**config.mk**
```make
export PLATFORM = sky130hd
export DESIGN_NAME = dti_apb_adapter
export DESIGN_NICKNAME = d
export VERILOG_FILES = /design/src/rtl/dti_apb_pkg.sv /design/src/rtl/dti_apb_lane_align.sv /design/src/rtl/dti_apb_adapter.sv
export SDC_FILE = /design/constraint.sdc
export NUM_CORES = 1
export LEC_CHECK = 0
export ABC_AREA = 1
export ABC_CLOCK_PERIOD_IN_PS = 2900
export CAP_MARGIN = 10
export CORE_UTILIZATION = 37
export CTS_CLUSTER_SIZE = 10
export DETAILED_ROUTE_END_ITERATION = 7
export GPL_TIMING_DRIVEN = 0
export PLACE_DENSITY = 0.69
export SYNTH_ARGS = -nofsm -noshare
export SYNTH_HDL_FRONTEND = slang
export SYNTH_SLANG_ARGS = --single-unit
```
**constraint.sdc**
```tcl
create_clock -name clk -period 2.9 [get_ports clk]
set_clock_uncertainty 0.05 [all_clocks]
set_input_delay 0.58 -clock clk [delete_from_list [all_inputs] [get_ports clk]]
set_output_delay 0.58 -clock clk [all_outputs]
set_load 0.01 [all_outputs]
```
**src/rtl/dti_apb_pkg.sv**
```systemverilog
// Shared types for the core-memory to APB3 bridge: FSM state encoding and access-size codes.
package dti_apb_pkg;

    typedef enum logic [1:0] {
        IDLE   = 2'd0,
        SETUP  = 2'd1,
        ACCESS = 2'd2
    } apb_state_e;

    localparam logic [1:0] SIZE_BYTE = 2'b00;
    localparam logic [1:0] SIZE_HALF = 2'b01;
    localparam logic [1:0] SIZE_WORD = 2'b10;

endpackage

```
**src/rtl/dti_apb_lane_align.sv**
```systemverilog
// Combinational lane handling: write-data replication across byte lanes and
// read-data extraction with zero extension.
module dti_apb_lane_align
    import dti_apb_pkg::*;
(
    input  logic [1:0]  wr_size,
    input  logic [31:0] wr_data,
    output logic [31:0] wr_lanes,
    input  logic [1:0]  rd_size,
    input  logic [1:0]  rd_offset,
    input  logic [31:0] rd_lanes,
    output logic [31:0] rd_data
);

    logic [7:0]  rd_byte;
    logic [15:0] rd_half;

    always_comb begin
        case (wr_size)
            SIZE_BYTE: wr_lanes = {4{wr_data[7:0]}};
            SIZE_HALF: wr_lanes = {2{wr_data[15:0]}};
            default:   wr_lanes = wr_data;
        endcase
    end

    always_comb begin
        case (rd_offset)
            2'd0:    rd_byte = rd_lanes[7:0];
            2'd1:    rd_byte = rd_lanes[15:8];
            2'd2:    rd_byte = rd_lanes[23:16];
            default: rd_byte = rd_lanes[31:24];
        endcase
        rd_half = rd_offset[1] ? rd_lanes[31:16] : rd_lanes[15:0];
        case (rd_size)
            SIZE_BYTE: rd_data = {24'd0, rd_byte};
            SIZE_HALF: rd_data = {16'd0, rd_half};
            default:   rd_data = rd_lanes;
        endcase
    end

endmodule

```
**src/rtl/dti_apb_adapter.sv**
```systemverilog
// Single-outstanding bridge from the core memory request port to an APB3 master.
// Optional slave-error reporting (mem_error port) is enabled by DTI_APB_SLVERR_EN.
module dti_apb_adapter
    import dti_apb_pkg::*;
(
    input  logic        clk,
    input  logic        reset_n,
    input  logic [31:0] mem_address,
    input  logic [31:0] mem_data_in,
    input  logic [1:0]  mem_data_size,
    input  logic        mem_read_req,
    input  logic        mem_write_req,
    output logic [31:0] mem_data_out,
    output logic        mem_read_ack,
    output logic        mem_write_ack,
`ifdef DTI_APB_SLVERR_EN
    output logic        mem_error,
`endif
    output logic [31:0] apb_paddr,
    output logic        apb_psel,
    output logic        apb_penable,
    output logic        apb_pwrite,
    output logic [31:0] apb_pwdata,
    input  logic [31:0] apb_prdata,
    input  logic        apb_pready,
    input  logic        apb_pslverr
);

    apb_state_e  state_q, state_d;
    logic [31:0] addr_q;
    logic [1:0]  size_q;
    logic        pwrite_q;
    logic [31:0] pwdata_q;
    logic [31:0] rdata_q;
    logic        read_ack_q;
    logic        write_ack_q;
    logic [31:0] wr_lanes;
    logic [31:0] rd_data;
    logic        accept;
    logic        complete;
    logic        rd_err;

    dti_apb_lane_align u_align (
        .wr_size   (mem_data_size),
        .wr_data   (mem_data_in),
        .wr_lanes  (wr_lanes),
        .rd_size   (size_q),
        .rd_offset (addr_q[1:0]),
        .rd_lanes  (apb_prdata),
        .rd_data   (rd_data)
    );

    assign accept   = (state_q == IDLE) && (mem_read_req || mem_write_req);
    assign complete = (state_q == ACCESS) && apb_pready;

`ifdef DTI_APB_SLVERR_EN
    logic err_q;
    assign rd_err    = apb_pslverr;
    assign mem_error = err_q;
`else
    logic unused_pslverr;
    assign unused_pslverr = apb_pslverr;
    assign rd_err         = 1'b0;
`endif

    always_comb begin
        state_d = state_q;
        case (state_q)
            IDLE:    if (accept) state_d = SETUP;
            SETUP:   state_d = ACCESS;
            ACCESS:  if (apb_pready) state_d = IDLE;
            default: state_d = IDLE;
        endcase
    end

    always_ff @(posedge clk or negedge reset_n) begin
        if (!reset_n) begin
            state_q     <= IDLE;
            addr_q      <= '0;
            size_q      <= '0;
            pwrite_q    <= 1'b0;
            pwdata_q    <= '0;
            rdata_q     <= '0;
            read_ack_q  <= 1'b0;
            write_ack_q <= 1'b0;
        end else begin
            state_q     <= state_d;
            read_ack_q  <= complete && !pwrite_q;
            write_ack_q <= complete && pwrite_q;
            if (accept) begin
                // Write wins when both requests arrive together.
                addr_q   <= mem_address;
                size_q   <= mem_data_size;
                pwrite_q <= mem_write_req;
                if (mem_write_req) pwdata_q <= wr_lanes;
            end
            if (complete && !pwrite_q) rdata_q <= rd_err ? 32'd0 : rd_data;
        end
    end

`ifdef DTI_APB_SLVERR_EN
    always_ff @(posedge clk or negedge reset_n) begin
        if (!reset_n) err_q <= 1'b0;
        else          err_q <= complete && apb_pslverr;
    end
`endif

    assign apb_paddr     = addr_q;
    assign apb_psel      = (state_q != IDLE);
    assign apb_penable   = (state_q == ACCESS);
    assign apb_pwrite    = pwrite_q;
    assign apb_pwdata    = pwdata_q;
    assign mem_data_out  = rdata_q;
    assign mem_read_ack  = read_ack_q;
    assign mem_write_ack = write_ack_q;

endmodule

```
### Word level (Yosys, flattened, before mapping)

Cells that the tools add are included.

* equal/unequal tests: 8
* muxes and demuxes: 7
* reductions and logical operators: 13

Operators with widths (number)
* $pmux 32 s2: 2
* $pmux 8 s3: 1
* $mux 16: 1
* $eq 2x1->1 const B: 4
* $logic_not 2->1: 4
* $pmux 2 s3: 1
* $eq 2x2->1 const B: 2
* $logic_and 1x1->1: 4
* $mux 2: 2
* $reduce_and 2->1: 2
* $ne 2x1->1 const B: 1
* $ne 2x2->1 const B: 1
* $reduce_bool 2->1: 1
* $logic_not 1->1: 1
* $logic_or 1x1->1: 1

* register bits after elaboration: 103
* input port bits: 104
* output and inout bits: 101
* logic and storage cells: 36

### Logic depth before layout (Yosys ltp)

Gate-level depths: netlist of run 1.

* word-level depth: 4
* depth in mapped cells: 8
* mapped depth without buffers: 7

### By module

Synthesis of run 1 repeated with hierarchy kept, for this count alone.

* cells, all modules: 705
* area, all modules: 5231.3 µm²

Modules (own cells, without submodules)
* dti_apb_adapter: times used 1, cells an instance 447, area each 4048.9 µm², seq. area each 2577.5 µm²
* dti_apb_lane_align: times used 1, cells an instance 258, area each 1182.4 µm², seq. area each 0.0 µm²

### Least setup slack after synthesis of run 1

Ideal clock, no wire load.

* path type: input port to flip-flop
* start point: input port mem_data_size[1]
* end point: register pwdata_q[24] (netlist: apb_pwdata[24])
* setup time: 77 ps
* data arrival time: 1332 ps
* data required time: 2773 ps
* slack: 1441 ps
* stages: 6
* buffers on the path: 1
* cells stage by stage: buf_2 -> nor2_1 -> nand2_1 -> nand2_1 -> inv_1 -> a21oi_1

* word-level cells in the longest chain between the ends: 2
* elaborated cells between the ends (all ways): 3
* those cells by class: eq/ne (1); mux (1); reduce/logical (1)

RTL lines
* from (decl): RTL line dti_apb_adapter.sv:10 `input logic [1:0] mem_data_size,`
* $eq 2x1->1 / $logic_not 2->1 (equally long branches): RTL line dti_apb_lane_align.sv:19 `case (wr_size)`
* $pmux 32 s2 (*): RTL line dti_apb_lane_align.sv:19
* to (signal assigned): RTL line dti_apb_adapter.sv:95 `if (mem_write_req) pwdata_q <= wr_lanes;`
* to (decl): RTL line dti_apb_adapter.sv:33 `logic [31:0] pwdata_q;`

Mark *: on every way between the ends. The rest lies on a longest branch, timed or not.
A chain may end at the register's enable or synchronous reset.

### Worst setup path in the final report of run 1

* start point: register state_q[0]
* end point: output port apb_penable

* word-level cells in the longest chain between the ends: 1

RTL lines
* from (decl): RTL line dti_apb_adapter.sv:29 `apb_state_e state_q, state_d;`
* from (signal assigned): RTL line dti_apb_adapter.sv:87 `state_q <= state_d;`
* $eq 2x2->1: RTL line dti_apb_adapter.sv:110 `assign apb_penable = (state_q == ACCESS);`
* to (decl): RTL line dti_apb_adapter.sv:21 `output logic apb_penable,`

Every way passes these cells.

==> run summary, run 1 <==
The run finished with clean final reports. Clock tree synthesis found a total of slightly above 100 sinks. The slowest cell on the critical path is clkdlybuf4s50_1.

The depth of the most critical reg-to-reg path is 7. After the first detailed-routing iteration, the DRC count stood at 299. The placed wire-length estimate after detailed placement came out at 11200 um. The clock insertion delay at the later pin of the skew report came out at 350 ps. The cell count after synthesis is 594. The initial utilization of the core area, before any placement, comes to 38.4%. The arrival time of data at the critical path endpoint is 1490 ps. The portion of the clock cycle consumed by the worst path in the final layout came out at 73.0%. The kind of cell with the highest combined delay along the critical path is buffers and inverters. The worst-case register-to-register setup slack came out at 1410 ps. The number of global-route vias before repair was 4770.

The post-CTS resize count is 0. The category of the worst setup path capture point is an output port. In this run the power density over the cells is 1010 nW/um^2. The final net count is 911. The transition at the pin with the smallest max-transition slack is roughly 600 ps. The synthesized design contains 103 register bits. The total length of routed wires came out at 14700 um. The count of final max-slew check failures came out at 0.

The first-pass GRT wire length is 23200 um. In this run the critical register-to-register path is launched from apb_paddr[1]. TritonCTS built the clock tree.

The initial antenna violation count is 0. The worst relative slew slack is 59.8%. The setup violation total in the final timing report is 0. The max-cap violation count came out at 0.

The combined buffer and inverter count along the critical path is 1. The number of buffers inserted by port buffering is 201. The largest voltage drop on the vdd net came out at 0.000494 V. The critical path required time is 2270 ps. The placer congestion estimate came out at roughly 0.86. The critical path is of the flop to output port type.

The DRC violations left came out at 0. The top fanout value on the critical path is 4. Entering global routing, the biggest net connects 61 pins. Setup repair after global routing left no endpoint under its margin. Measured along the y axis, the die boundary spans about 110 um.

The number of search-and-repair iterations in the first detailed-routing pass is 5. Pin placement for this block handled 205 I/O pins. Cells fill 59.3% of the core in the end. The post-route minimum period is approximately 2100 ps.

Traced cell by cell, the critical path runs through nor2_2, clkdlybuf4s50_1. The maximum buffer depth of the clock tree is 2. The number of vias after detailed routing came out at 4713. The number of unique standard cell types used by synthesis is 21.

The number of H-tree levels came out at 3. The worst setup path is launched from a flop. The floorplan row count came out at 40. The placeable core area came out at 12200 um^2. The mapped netlist covers 4660 um^2.

The share of synthesized area occupied by flip-flops and latches is between 50% and 60%. The number of fillers in the final layout is 1111. The die is 114 um wide. The tightest min-delay check is of the input pin to async pin type.

The count of antenna diodes in the layout is 0. The global router's overall resource usage came out at 23.2%. The count of nets left with antenna violations after detail routing is 0. The share of post-route cells with drive strength above 1 came out at roughly 6.3%. The hold buffer count at cts is 0. The number of nets produced by synthesis is about 700. For this run, the number of Yosys warnings is 0. The maximum achievable frequency came out at 0.473 GHz.

The average via count per standard cell came out at 4.81. Counting the buffers created by CTS gives 9. In this run the clock root is driven by a clkbuf_16. Hold timing on the final database bottoms out at a slack of 171 ps. The overall die area came out at 13100 um^2. In this run the static leakage power is 0.00341 uW. The number of buffers inserted to repair setup after CTS came out at 0. In this run the critical register-to-register path is captured at mem_data_out[5]. The delay of the slowest cell on the worst path is 570 ps. The final-report hold violation count is 0. The area growth from synthesis to final layout came out at 54.6%. The clock transition at the registers of the reported paths came out at ~70 ps. The aggregate negative setup slack is 0 ps. The average detailed-routed wire length per instance came out at 15.0 um. The mean instance size in the synthesized netlist is 7.85 um^2. The residual overflow from global routing is 0.
cells in the mapped netlist:
cell,number,area [um^2]
buf_2,12,60.1
a21boi_0,2,15.0
clkinv_1,1,3.75
nand3b_1,1,7.51
nand2_1,271,1020
o21ai_2,1,8.76
nor2_2,4,25.0
buf_4,3,22.5
nor2_1,50,188
a31oi_1,16,100
inv_1,27,101
a21oi_1,14,70.1
clkbuf_1,11,41.3
or2_2,7,43.8
buf_6,4,45.0
dfrtp_1,103,2580
o21ai_1,13,65.1
nand3_1,20,100
inv_2,3,11.3
nand2_4,1,11.3
o21ai_0,30,150
cells by family (layout without fill, tap and decap cells):
kind of cell | after synthesis | after routing | share of synthesized area, %
DFF | 103 | 103 | 55.3
buffers and inverters | 61 | 278 | 6.12
AOI/OAI and AO/OA | 76 | 76 | 8.77
and+or+nand+nor | 354 | 354 | 29.9
routing by layer:
| layer | GRT usage, % | share of wire, % | wire length, um | vias up |
|---|---|---|---|---|
| li1 | - | - | - | 2281 |
| met1 | 28.7 | 42 | 6140 | 2204 |
| met2 | 39.0 | 48 | 6990 | 208 |
| met3 | 5.88 | 8.6 | 1260 | 20 |
| met4 | 8.66 | 1.8 | 265 | 0 |
| met5 | 0 | 0 | 0 | - |
placed cells by master, fill, tap and decap left out, types with 13 or more instances in the layout:
| master | synthesis | final |
|---|---|---|
| nand2_1 | 271 | 271 |
| inv_1 | 27 | 27 |
| nor2_1 | 50 | 50 |
| dfrtp_1 | 103 | 103 |
| a31oi_1 | 16 | 16 |
| nand3_1 | 20 | 20 |
| o21ai_1 | 13 | 13 |
| clkdlybuf4s50_1 | 0 | 200 |
| o21ai_0 | 30 | 30 |
| a21oi_1 | 14 | 14 |
worst max-delay path by stage:
| stage | start | end | slack, ps | depth (start not counted) |
|---|---|---|---|---|
| 6_report | state_q[0] | apb_penable | 780 | 2 |
| 4_1_cts | state_q[0] | apb_penable | 770 | 2 |
| 2_1_floorplan | mem_data_size[1] | apb_pwdata[24] | 1440 | 6 |
| 5_1_grt | state_q[0] | apb_penable | 720 | 2 |
| 3_3_place_gp | reset_n | apb_pwdata[28] | -2710 | 1 |
| 3_5_place_dp | mem_write_req | apb_paddr[18] | 790 | 5 |
registers in the layout, summed over array words and instances (netlist names):
signal / flops
state_q: 2
apb_paddr: 32
apb_pwdata: 32
mem_data_out: 32
mem_read_ack: 1
size_q: 2
mem_write_ack: 1
apb_pwrite: 1
cell type report:
cell class,instances,area [um^2],share of cell area [%]
inverters,31,116,1.61
plain buffers,30,169,2.34
flip-flops and latches,103,2580,35.8
clock buffers,11,243,3.37
repair buffers,202,2040,28.3
well taps,168,210,2.92
clock inverters,4,55.1,0.764
multi-input cells,430,1800,25.0
stage by stage:
step	std cells	cell area [um^2]	power, uW	worst slack [ps]
6_report	979	7210	7260	784
2_1_floorplan	594	4660	4130	1440
5_1_grt	979	7210	7800	722
4_1_cts	979	7210	7330	766
3_3_place_gp	963	6890	5980	-2710
3_5_place_dp	964	6910	6060	794
power breakdown:
part	switching, uW	internal (uW)
sequential	392	2090
clock	543	694
combinational	1770	1770
total	2700	4550
(Power assumes the default switching activity.)
==> run 2: changes to the inputs <==
--- a/config.mk
+++ b/config.mk
@@ -6,13 +6,13 @@
 export NUM_CORES = 1
 export LEC_CHECK = 0
 export ABC_AREA = 1
-export ABC_CLOCK_PERIOD_IN_PS = 2900
+export ABC_CLOCK_PERIOD_IN_PS = 1930
 export CAP_MARGIN = 10
 export CORE_UTILIZATION = 37
 export CTS_CLUSTER_SIZE = 10
 export DETAILED_ROUTE_END_ITERATION = 7
 export GPL_TIMING_DRIVEN = 0
-export PLACE_DENSITY = 0.69
+export PLACE_DENSITY = 0.72
 export SYNTH_ARGS = -nofsm -noshare
 export SYNTH_HDL_FRONTEND = slang
 export SYNTH_SLANG_ARGS = --single-unit
==> constraint.sdc (replaced) <==
create_clock -name clk -period 1.93 [get_ports clk]
set_clock_uncertainty 0.05 [all_clocks]
set_input_delay 0.386 -clock clk [delete_from_list [all_inputs] [get_ports clk]]
set_output_delay 0.386 -clock clk [all_outputs]
set_load 0.01 [all_outputs]
==> run summary, run 2 (synthesis results as in run 1) <==
The share of post-route cells with drive strength above 1 came out at about 6.5%. Once placement finished, the instance area stood at 6910 um^2. The critical path required time is 1490 ps. The slowest cell on the critical path is clkdlybuf4s50_1. The power density relative to cell area is 1490 nW/um^2. The worst relative slew slack is 62.9%.

For this run, the number of standard cells in the final layout without fillers is 981. The residual overflow from global routing is 0. The worst setup path is launched from a flop.

The die is ~110 um wide. The cell internal power dissipation is around 6700 uW. The detail route stage leaves a number of antenna-violating nets equal to 0. The critical path in this run is classified as flop to output port. Dividing the final minimum period by the clock period gives around 100%. Summing all multi-input logic gate instances after layout gives 1800 um^2.

Combinational cells account for 49.3% of the total power. The number of buffers inserted to repair setup after CTS came out at 0. The first-pass GRT wire length came out at 23000 um. The number of top-level pins is 205.

Global routing consumed, over all layers together, 22.6% of the routing resources. The total non-filler cell area in the finished layout came out at between 7000 and 8000 um^2. The starting DRC count in detailed routing is 249. At the worst endpoint, the arrival time is ~1400 ps.

Among cell families on the critical path, the largest total delay comes from buffers and inverters. The library cell used most frequently in the layout, excluding fill and tap cells, is nand2_1. Of the total power, registers draw 34.6%. The number of buffers and inverters on the critical path is 2. After legalization and detailed placement, the total HPWL measured 10900 um. The H-tree was split into 3 levels.

The setup violation total in the final timing report is 0. At the end of routability-driven placement, the weighted congestion stood at 0.898. The transition at the pin with the smallest max-transition slack is 554 ps. Max-cap violations in this run came to 0. Static timing analysis puts the maximum clock frequency at 0.532 GHz.

The die covers ~13000 um^2. The signal on the critical path passes through inv_1, nand2_1, clkdlybuf4s50_1. The average via count per standard cell came out at 4.74. Summed over all failing endpoints, the final setup total negative slack is 0 ps.

The number of buffers inserted by port buffering came out at 201. The top cell types in the final layout, fill and taps aside, are nand2_1 (271), clkdlybuf4s50_1 (199), dfrtp_1 (103). The area growth from synthesis to final layout came out at 54.5%.

The class of the worst hold path is input pin to flop. TritonCTS built the clock tree. VDD sags by at most 0.000737 V. The worst setup path is captured at an output port. The initial antenna violation count is 0. The later pin in the worst-skew pair is clocked with a latency of 340 ps. The number of global-route vias before repair came out at around 4700. The post-route minimum period came out at 1880 ps. Setup repair after global routing left no endpoint under its margin.

In the final design database the tool counted 912 nets. The fraction of power spent switching nets came out at 37.5%. The maximum buffer depth of the clock tree is 2. Summed over all cells, the static leakage comes to about 0.0034 uW.

The detailed router placed 4646 vias in this run. The final layout contains routed wiring with a total length of 14100 um. The pin count of the biggest net entering global routing came out at 65. The register area is 2580 um^2. The top fanout value on the critical path is 4.

The count of final max-slew check failures is 0. The count of antenna diodes in the layout is 0. The worst-case register-to-register setup slack is 420 ps. The clock transition at the registers of the reported paths came out at 70 ps. The starting density of the core is 38.4%. The portion of total power attributed to the clock network came out at 16.1%. The placed cell count came out at 964. The flow ran to the end, and the final reports show no timing, DRC or antenna violations. The net switching power came out at 4020 uW.

The number of sinks handled by clock tree synthesis came out at 103. In this run the clock root is driven by a clkbuf_16. The total CTS buffers came out at 9. For this run, the slowest stage of the critical path takes around 540 ps. The critical path starts at state_q[0].

In this run the critical register-to-register path is launched from apb_paddr[1]. The final-report hold violation count was 0. The floorplan row count is 40. The DRC violations left is 0.

After detailed routing, the average wire length per cell comes to 14.4 um. The first detailed-routing pass ran for 5 iterations. Measured on the finished design, the core utilization comes to 59.3%. The number of fillers in the final layout came out at 1080.

The worst hold path begins at mem_data_size[1]. The floorplan die height came out at 114 um. The placeable core area came out at 12200 um^2.
## run 2: cell count changes in the layout (fill, tap and decap cells not counted), sizes merged
cell,delta
clkdlybuf4s50,-1
clkbuf,-1
dlygate4sd3,+1
clkinv,+3
bufinv,-1
dlymetal6s2s,+1
## run 2: path summary, 6_finish.rpt
| kind | to | depth (start not counted) |
|---|---|---|
| min | apb_pwdata[15] | 3 |
| min in group asynchronous | mem_data_out[18] | 2 |
| min reg2reg | apb_paddr[10] | 2 |
| max in group asynchronous | apb_pwdata[31] | 3 |
| max | apb_psel | 3 |
| max reg2reg | mem_data_out[3] | 7 |
## run 2: area by class of cell
class                   instances  area share, %
clock inverters                 6          0.608
inverters                      31           1.61
multi-input cells             430           25.0
clock buffers                  10           3.32
well taps                     168           2.92
flip-flops and latches        103           35.8
plain buffers                  30           2.34
repair buffers                203           28.4
## run 2: metal layers
layer	vias to the layer above	part of all wire (%)	track usage [%]
met4	0	2.4	9.52
met3	28	7.7	5.35
met5	-	0	0
li1	2283	-	-
met2	188	47	38.3
met1	2147	43	27.7
## run 2: power by group through the flow
| stage | Clock (uW) | Sequential [uW] | Combinational, uW |
|---|---|---|---|
| finish | 1730 | 3720 | 5300 |
| global route | 1870 | 3830 | 5850 |
| floorplan | 0 | 4120 | 2090 |
| global placement | 0 | 3700 | 5260 |
| detailed placement | 0 | 3730 | 5350 |
| CTS | 1780 | 3720 | 5370 |
## run 2: timing repair
action	in CTS	in global routing
setup endpoints to repair	0	1
gates resized for setup	0	1
endpoints found under the hold margin	39	0
hold buffers	1	0
## run 2: worst reg2reg max path, stage by stage, from the launching register on
cell and delay, ps:
dfrtp_1 460, inv_1 130, nor2_1 330, nand2_1 160, nand3_1 110, nand2_1 50
nand2_1 60, nand2_1 40
## run 2: metrics by stage
| step | hold slack [ps] | setup slack (ps) | power, uW |
|---|---|---|---|
| after floorplan | 40.4 | 642 | 6210 |
| after global placement | 411 | -3410 | 8960 |
| after detailed placement | 351 | 10.2 | 9080 |
| after CTS | 405 | 3.80 | 10900 |
| after global routing | 436 | 6.19 | 11500 |
| final | 421 | 50.7 | 10700 |
